`config.mk`:
```
export PLATFORM = sky130hd
export DESIGN_NAME = detect_event_counter_flat
export DESIGN_NICKNAME = d
export VERILOG_FILES = /design/src/rtl/detect_event_counter_pkg.sv /design/src/rtl/detect_event_counter_if.sv /design/src/rtl/detect_event_counter_bcd_digit.sv /design/src/rtl/detect_event_counter.sv /design/src/flat_wrapper.sv
export SDC_FILE = /design/constraint.sdc
export NUM_CORES = 1
export LEC_CHECK = 0
export CORE_MARGIN = 5
export CORE_UTILIZATION = 55
export DETAILED_ROUTE_END_ITERATION = 8
export GPL_ROUTABILITY_DRIVEN = 0
export HOLD_SLACK_MARGIN = 0.15
export PLACE_DENSITY = 0.89
export RECOVER_POWER = 25
export SYNTH_ARGS = -nofsm -noshare
export SYNTH_HDL_FRONTEND = slang
export SYNTH_SLANG_ARGS = --single-unit
```
`constraint.sdc`:
```
create_clock -name clk_out -period 3.35 [get_ports clk_out]
set_clock_uncertainty 0.1 [all_clocks]
set_input_delay 0.8375 -clock clk_out [delete_from_list [all_inputs] [get_ports clk_out]]
set_output_delay 0.8375 -clock clk_out [all_outputs]
set_load 0.03 [all_outputs]
```
`src/rtl/detect_event_counter_pkg.sv`:
```
// Shared constants and types for the detect event counter.
// Holds BCD limits, digit count and the LED stretch-counter width.
package detect_event_counter_pkg;

  localparam logic [3:0] BCD_MAX_DIGIT = 4'd9;
  localparam int         NUM_DIGITS    = 4;
  localparam int         STRETCH_W     = 4;

  typedef logic [3:0]           bcd_t;
  typedef logic [STRETCH_W-1:0] stretch_t;

  function automatic logic bcd_is_max(input bcd_t d);
    return d == BCD_MAX_DIGIT;
  endfunction

endpackage

```
`src/rtl/detect_event_counter_if.sv`:
```
// Detect/count bundle between the board logic and the counter.
// The master drives detect and control; the slave returns count state.
interface detect_event_counter_if;
  import detect_event_counter_pkg::*;

  logic        det_in;
  logic        clr;
  logic        hold;
  logic [15:0] count_bcd;
  logic        overflow;
  logic        event_pulse;
  logic        det_led;

  modport master (
    output det_in,
    output clr,
    output hold,
    input  count_bcd,
    input  overflow,
    input  event_pulse,
    input  det_led
  );

  modport slave (
    input  det_in,
    input  clr,
    input  hold,
    output count_bcd,
    output overflow,
    output event_pulse,
    output det_led
  );

endinterface

```
`src/rtl/detect_event_counter_bcd_digit.sv`:
```
// One BCD digit of the event counter: 0..9 with carry in/out.
// Carry-out is combinational so the chain settles within one cycle.
module bcd_digit
  import detect_event_counter_pkg::*;
(
  input  logic clk_out,
  input  logic rst,
  input  logic clr_i,
  input  logic cin_i,
  output bcd_t digit_o,
  output logic cout_o
);

  bcd_t digit_q;
  bcd_t digit_d;

  always_comb begin
    digit_d = digit_q;
    if (clr_i) begin
      digit_d = '0;
    end else if (cin_i) begin
      digit_d = bcd_is_max(digit_q) ? '0 : digit_q + 4'd1;
    end
  end

  always_ff @(posedge clk_out or posedge rst) begin
    if (rst) begin
      digit_q <= '0;
    end else begin
      digit_q <= digit_d;
    end
  end

  assign digit_o = digit_q;
  assign cout_o  = cin_i & bcd_is_max(digit_q);

endmodule

```
`src/rtl/detect_event_counter.sv`:
```
// Counts rising edges of the sequence-detect flag as four BCD digits,
// with sticky overflow, an accept strobe and a stretched LED output.
module detect_event_counter
  import detect_event_counter_pkg::*;
#(
  parameter bit SATURATE = 1'b0,
  parameter int STRETCH  = 4
) (
  input logic                    clk_out,
  input logic                    rst,
  detect_event_counter_if.slave  bus
);

  localparam stretch_t STRETCH_LD = STRETCH_W'(STRETCH);

  logic                det_d_q;
  logic                rise;
  logic                accept;
  logic                all_max;
  logic                inc_en;
  logic                ovf_set;
  logic [NUM_DIGITS:0] carry;
  bcd_t                digits [NUM_DIGITS];
  logic [15:0]         count_w;

  logic                ovf_q;
  logic                ovf_d;
  logic                pulse_q;
  logic                led_q;
  logic                led_d;
  stretch_t            str_q;
  stretch_t            str_d;

  assign rise   = bus.det_in & ~det_d_q;
  assign accept = rise & ~bus.hold & ~bus.clr;

  always_comb begin
    all_max = 1'b1;
    for (int i = 0; i < NUM_DIGITS; i++) begin
      all_max = all_max & bcd_is_max(digits[i]);
    end
  end

  // Saturating build blocks the carry chain entirely at 9999.
  assign inc_en   = accept & ~(SATURATE & all_max);
  assign carry[0] = inc_en;

  for (genvar g = 0; g < NUM_DIGITS; g++) begin : g_digit
    bcd_digit u_digit (
      .clk_out (clk_out),
      .rst     (rst),
      .clr_i   (bus.clr),
      .cin_i   (carry[g]),
      .digit_o (digits[g]),
      .cout_o  (carry[g+1])
    );
    assign count_w[g*4 +: 4] = digits[g];
  end

  assign ovf_set = SATURATE ? (accept & all_max) : carry[NUM_DIGITS];

  always_comb begin
    ovf_d = ovf_q;
    if (bus.clr) begin
      ovf_d = 1'b0;
    end else if (ovf_set) begin
      ovf_d = 1'b1;
    end
  end

  // LED stays lit while the reloaded counter has more than one tick left.
  always_comb begin
    str_d = str_q;
    if (rise) begin
      str_d = STRETCH_LD;
    end else if (str_q != '0) begin
      str_d = str_q - 1'b1;
    end
    led_d = rise | (str_q > stretch_t'(1));
  end

  always_ff @(posedge clk_out or posedge rst) begin
    if (rst) begin
      det_d_q <= 1'b0;
      ovf_q   <= 1'b0;
      pulse_q <= 1'b0;
      led_q   <= 1'b0;
      str_q   <= '0;
    end else begin
      det_d_q <= bus.det_in;
      ovf_q   <= ovf_d;
      pulse_q <= accept;
      led_q   <= led_d;
      str_q   <= str_d;
    end
  end

  assign bus.count_bcd   = count_w;
  assign bus.overflow    = ovf_q;
  assign bus.event_pulse = pulse_q;
  assign bus.det_led     = led_q;

endmodule

```
`src/flat_wrapper.sv`:
```
// flat-port wrapper written by rule: the top's interface ports become plain ports
module detect_event_counter_flat import detect_event_counter_pkg::*;
#(
  parameter bit SATURATE = 1'b0,
  parameter int STRETCH  = 4
)
  (clk_out, rst, bus_det_in, bus_clr, bus_hold, bus_count_bcd, bus_overflow, bus_event_pulse, bus_det_led);
  detect_event_counter_if bus_i ();
  input logic clk_out;
  input logic rst;
  input wire logic [$bits(bus_i.det_in)-1:0] bus_det_in;
  input wire logic [$bits(bus_i.clr)-1:0] bus_clr;
  input wire logic [$bits(bus_i.hold)-1:0] bus_hold;
  output wire logic [$bits(bus_i.count_bcd)-1:0] bus_count_bcd;
  output wire logic [$bits(bus_i.overflow)-1:0] bus_overflow;
  output wire logic [$bits(bus_i.event_pulse)-1:0] bus_event_pulse;
  output wire logic [$bits(bus_i.det_led)-1:0] bus_det_led;
  assign bus_i.det_in = bus_det_in;
  assign bus_i.clr = bus_clr;
  assign bus_i.hold = bus_hold;
  assign bus_count_bcd = bus_i.count_bcd;
  assign bus_overflow = bus_i.overflow;
  assign bus_event_pulse = bus_i.event_pulse;
  assign bus_det_led = bus_i.det_led;
  detect_event_counter #(.SATURATE(SATURATE), .STRETCH(STRETCH)) u_core (.clk_out(clk_out), .rst(rst), .bus(bus_i));
endmodule
```
==> flow_summary.ini, run 1 <==
[pwr]
powerDensity_nw_per_um2 = 387
post-layout-total-power_uw = 613
leakage_nw = 0.709
ir_drop_mv = 0.353

[worst_setup_path]
worstSetupPathType = primary input to flop
required_ns = 3.50
slowest_stage = dlygate4sd3_1
path_cells = dlygate4sd3_1 > or4b_1 > clkinv_4 > nand4_4 > or4_1 > a21oi_1
cp-end-kind = flop
max_stage_delay_ns = 0.59
cp_max_fo = 8
worstSetupStartpointType = primary input
crit_arrival_ns = 2.88

[global_route]
antenna_found_initial = 0
track_usage_pct = 16.1
overflow = 0
grt_pass1_wl_mm = 4.37
grt_max_degree = 25
grt_pass1_vias = 1064

[synthesis]
yosys.cell_types.count = 32
ys_ff_latch = 24
yosysWarnings = 0
avgSynthCellArea_sq_um = 9.51
synth-seq-area-share_pct = 46.1
syn_area_sq_um = 1300
syn_inst = 137
syn_nets = 152

[timing]
slew_headroom_pct = 41.4
finalHoldViolations = 0
slew_viol_final = 0
setup_tns_ns = 0
finalHoldWorstSlack_ns = 0.438
rsz0062_at_grt = no
fin_crit_ns = 2.72
worstMarginPinSlew_ns = 0.877
fmax_mhz = 367
post-route-period-util_pct = 81.3
setup_viol_count_final = 0

[layout]
final_common_cell = dfrtp_1
regArea_sq_um = 601
nets = 178
n_fill_cell = 171
final_cell_mix = dfrtp_1, clkdlybuf4s50_1, nand2_1, a21oi_1, inv_1
drive_gt1_share_pct = 4.35
n_antenna_cell = 0
final_cells = 189
syn2layout_area_growth_pct = 21.5
multi_input_area_sq_um = 633
final_cell_area_sq_um = 1580

[route]
routed_wl_mm = 2.55
drt_first_iter_violations = 9
wl_per_cell_microns = 13.5
drtPass1Iterations = 4
dr_total_vias = 1071
antenna_left = 0
avgViaCountPerCell = 5.67
drc = 0

[cts]
max-clock-path-buffers = 2
clock_latency_ns = 0.32
cts_made_buffers = 3
cts_tree = done
root_buffer = clkbuf_4
cts_resized = 0
cts_setup_buffers = 0
ctsHoldBuffers = 0
cts_max_level = 1
cts.sinks = 24
clk_pin_slew_ns = 0.12

[floorplanning]
die-height_microns = 58.7
io_pins = 24
coreArea_sq_um = 2230
die_area_sq_um = 3440
die_width_microns = 58.7
start_util_pct = 58.3
rows = 17

[placed_design]
dp_cells = 186
place.port_buffers = 23
hpwl_mm = 1.97
place_area_sq_um = 1560

[min_path]
min_path_type = flop to flop

[job]
maxCapViolCount = 0

[run_status]
run_status = finished, final reports clean
routing by layer:
layer,vias up,global-route usage (%),wire length [microns]
met5,-,0,0
met4,0,8.41,36
met3,3,1.97,94
met2,16,29.7,1370
met1,527,18.0,1050
li1,525,-,-
cells in the mapped netlist:
cell type	count	area share, %
dfrtp_1	24	46
nand2_1	13	3.7
a21oi_1	12	4.6
inv_1	12	3.5
ha_1	10	9.6
nor2_1	10	2.9
o21ai_0	8	3.1
or3_1	7	3.4
nand3_1	5	1.9
and3b_1	4	2.7
clkbuf_1	3	0.86
nand3b_1	3	1.7
nor2b_1	3	1.4
nor3_1	3	1.2
a21o_1	2	1.2
mux2i_1	2	1.5
a211oi_1	1	0.58
a31o_2	1	0.67
and3_1	1	0.48
clkinv_4	1	0.67
nand2b_1	1	0.48
nand4_1	1	0.48
nand4_4	1	1.6
nor4_1	1	0.48
o2111ai_1	1	0.67
o211ai_1	1	0.58
o21ai_1	1	0.38
o31a_1	1	0.67
o31ai_1	1	0.58
or4_1	1	0.58
or4b_4	1	1.1
xnor2_1	1	0.67
kinds of logic after synthesis:
group | share of synthesized area (%)
simple gates | 24.1
compound gates | 13.0
flops | 46.1
buf+inv | 5.00
fa+ha+maj | 9.61
mux | 1.54
xor+xnor | 0.673
area by class of cell:
class	count	area share, %
multi-input combinational	97	40.0
sequential	24	37.9
timing repair buffer	24	15.0
inverter	13	3.40
tap	28	2.21
clock buffer	3	1.42
metrics by stage:
step | util [%] | setup slack (ns)
finish | 70.9 | 0.626
global route | 70.9 | 0.495
CTS | 71.0 | 0.805
detailed placement | 70.0 | 0.466
global placement | 70.0 | 0.534
floorplan | - | 1.02
power by group:
group,internal (mW),switching [mW]
sequential,0.320,0.0214
combinational,0.0630,0.0825
clock,0.0422,0.0847
critical path, delay by kind of cell:
kind / cells / cell delay, ns
simple gates: 3 / 1.16
compound gates: 1 / 0.16
buf+inv: 2 / 0.73
path summary, 6_finish.rpt:
check	from	endpoint	slack (ns)	depth (start not counted)
max in group asynchronous	rst	u_core.g_digit[3].u_digit.digit_o[2]	1.59	2
setup / recovery	bus_det_in	u_core.g_digit[3].u_digit.digit_o[2]	0.63	6
setup reg to reg	u_core.det_d_q	u_core.g_digit[3].u_digit.digit_o[2]	1.30	5
hold / removal	u_core.bus.overflow	u_core.bus.overflow	0.44	2
hold reg to reg	u_core.bus.overflow	u_core.bus.overflow	0.44	2
min in group asynchronous	rst	u_core.g_digit[2].u_digit.digit_o[0]	1.02	2
sequential cells by signal (all words and copies together), names as in the netlist:
name                            count
u_core.g_digit.u_digit.digit_o     16
u_core.det_d_q                      1
u_core.bus.det_led                  1
u_core.bus.overflow                 1
u_core.str_q                        4
u_core.bus.event_pulse              1
No activity file was read; power rests on OpenSTA's default activity.
==> run 2, diff against run 1 <==
--- a/config.mk
+++ b/config.mk
@@ -6,11 +6,11 @@
 export NUM_CORES = 1
 export LEC_CHECK = 0
 export CORE_MARGIN = 5
-export CORE_UTILIZATION = 55
+export CORE_UTILIZATION = 51
 export DETAILED_ROUTE_END_ITERATION = 8
 export GPL_ROUTABILITY_DRIVEN = 0
 export HOLD_SLACK_MARGIN = 0.15
-export PLACE_DENSITY = 0.89
+export PLACE_DENSITY = 0.84
 export RECOVER_POWER = 25
 export SYNTH_ARGS = -nofsm -noshare
 export SYNTH_HDL_FRONTEND = slang
==> constraint.sdc (replaced) <==
create_clock -name clk_out -period 2.6 [get_ports clk_out]
set_clock_uncertainty 0.1 [all_clocks]
set_input_delay 0.65 -clock clk_out [delete_from_list [all_inputs] [get_ports clk_out]]
set_output_delay 0.65 -clock clk_out [all_outputs]
set_load 0.03 [all_outputs]
==> run 2 against run 1 <==
Utilization fell by 4.8 points. Cell count rose by 3.7%. Critical endpoint unchanged. Cell area rose by 2.5%. Largest cell class unchanged. First-iteration DRC count rose by 120%. Non-clock buffer count rose by 5. Sequential cell count did not move. Clock-buffer cell count did not move.
==> flow_summary.ini, run 2 (synthesis results as in run 1) <==
[cts]
cts_made_buffers = 3
clk_pin_slew_ns = 0.12
cts_tree = done
cts_resized = 0
cts.sinks = 24
cts_setup_buffers = 0
cts_max_level = 1
clock_latency_ns = 0.31
root_buffer = clkbuf_4
ctsHoldBuffers = 0
max-clock-path-buffers = 2

[floorplanning]
start_util_pct = 53.1
die-height_microns = 60.5
coreArea_sq_um = 2450
die_area_sq_um = 3660
die_width_microns = 60.5
io_pins = 24
rows = 18

[timing]
slew_headroom_pct = 16.4
rsz0062_at_grt = no
fmax_mhz = 432
worstMarginPinSlew_ns = 1.25
setup_viol_count_final = 0
post-route-period-util_pct = 89.0
fin_crit_ns = 2.31
finalHoldViolations = 0
slew_viol_final = 0
fin_ws_ns = 0.285

[layout]
regArea_sq_um = 601
drive_gt1_share_pct = 7.23
nets = 183
final_cell_area_sq_um = 1620
n_antenna_cell = 0
n_fill_cell = 200
final_cell_mix = dfrtp_1, clkdlybuf4s50_1, nand2_1, a21oi_1, inv_1
final_common_cell = dfrtp_1
multi_input_area_sq_um = 637
largest_reg_flops = 16
syn2layout_area_growth_pct = 24.6
final_cells = 196

[pwr]
powerDensity_nw_per_um2 = 490
ir_drop_mv = 0.476
leakage_nw = 0.730

[worst_setup_path]
crit_arrival_ns = 2.46
critPathCapture = u_core.g_digit[3].u_digit.digit_o[2]
cp_max_fo = 8
r2r_start = u_core.g_digit[0].u_digit.digit_o[1]
r2r_cells = 6
worstSetupPathType = primary input to flop
required_ns = 2.75
worstSetupStartpointType = primary input
r2r-end = u_core.g_digit[3].u_digit.digit_o[2]
cp-end-kind = flop
crit_path_start = bus_clr
r2r_slack_ns = 0.62

[route]
dr_total_vias = 1088
wl_per_cell_microns = 13.7
antenna_left = 0
drc = 0
drtPass1Iterations = 4
avgViaCountPerCell = 5.55
routed_wl_mm = 2.69
drt_first_iter_violations = 20

[placed_design]
place_area_sq_um = 1600
hpwl_mm = 2.10
dp_cells = 193
pre_cts_ws_ns = -0.0140
place.port_buffers = 23

[global_route]
overflow = 0
antenna_found_initial = 0
grt_pass1_wl_mm = 4.72
grt_pass1_vias = 1083
track_usage_pct = 17.1
grt_max_degree = 25

[run_status]
run_status = finished, final reports clean

[min_path]
min_path_type = flop to flop

[job]
maxCapViolCount = 0
run 2: changes by cell type in the layout (fill, tap and decap cells not counted):
cell and change:
buf_4 +4, clkbuf_1 +1, clkdlybuf4s50_1 +1, dlygate4sd3_1 -1
or4b_1 -1, or4b_4 +1
run 2: worst min-delay path by stage:
stage / start / to / cells past startpoint
global route: u_core.bus.overflow / u_core.bus.overflow / 2
finish: u_core.bus.overflow / u_core.bus.overflow / 2
global placement: u_core.bus.overflow / u_core.bus.overflow / 2
detailed placement: u_core.bus.overflow / u_core.bus.overflow / 2
CTS: u_core.bus.overflow / u_core.bus.overflow / 2
floorplan: u_core.str_q[2] / u_core.bus.det_led / 2
run 2: power breakdown:
| part | internal (mW) | total, mW | switching [mW] |
|---|---|---|---|
| Combinational | 0.0853 | 0.195 | 0.110 |
| Sequential | 0.412 | 0.444 | 0.0325 |
| Clock | 0.0542 | 0.155 | 0.101 |
run 2: layer usage:
layer | track usage (%) | share of wire (%) | wire length (microns)
met2 | 30.2 | 52 | 1400
met3 | 4.26 | 3.9 | 104
met5 | 0 | 0 | 0
met4 | 4.64 | 1.9 | 50
met1 | 20.8 | 42 | 1140
run 2: final cells by class:
| type | count | share of cell area [%] |
|---|---|---|
| clock buffer | 3 | 1.39 |
| inverter | 13 | 3.32 |
| multi-input combinational | 97 | 39.2 |
| sequential | 24 | 37.0 |
| tap | 30 | 2.31 |
| timing repair buffer | 29 | 16.7 |
run 2: per-stage QoR:
step	power, mW	hold WS, ns	setup TNS, ns	util (%)
after floorplan	0.579	0.383	0	-
after global placement	0.629	0.401	0	65.3
after detailed placement	0.650	0.414	-0.0298	65.3
after CTS	0.806	0.433	0	66.3
after global routing	0.853	0.446	0	66.1
final	0.795	0.425	0	66.1
run 2: worst max-delay path: stages:
cell and delay, ns:
clkdlybuf4s50_1 0.43, or4b_4 0.57, clkinv_4 0.08, nand4_4 0.12
or4_1 0.44, a21oi_1 0.16
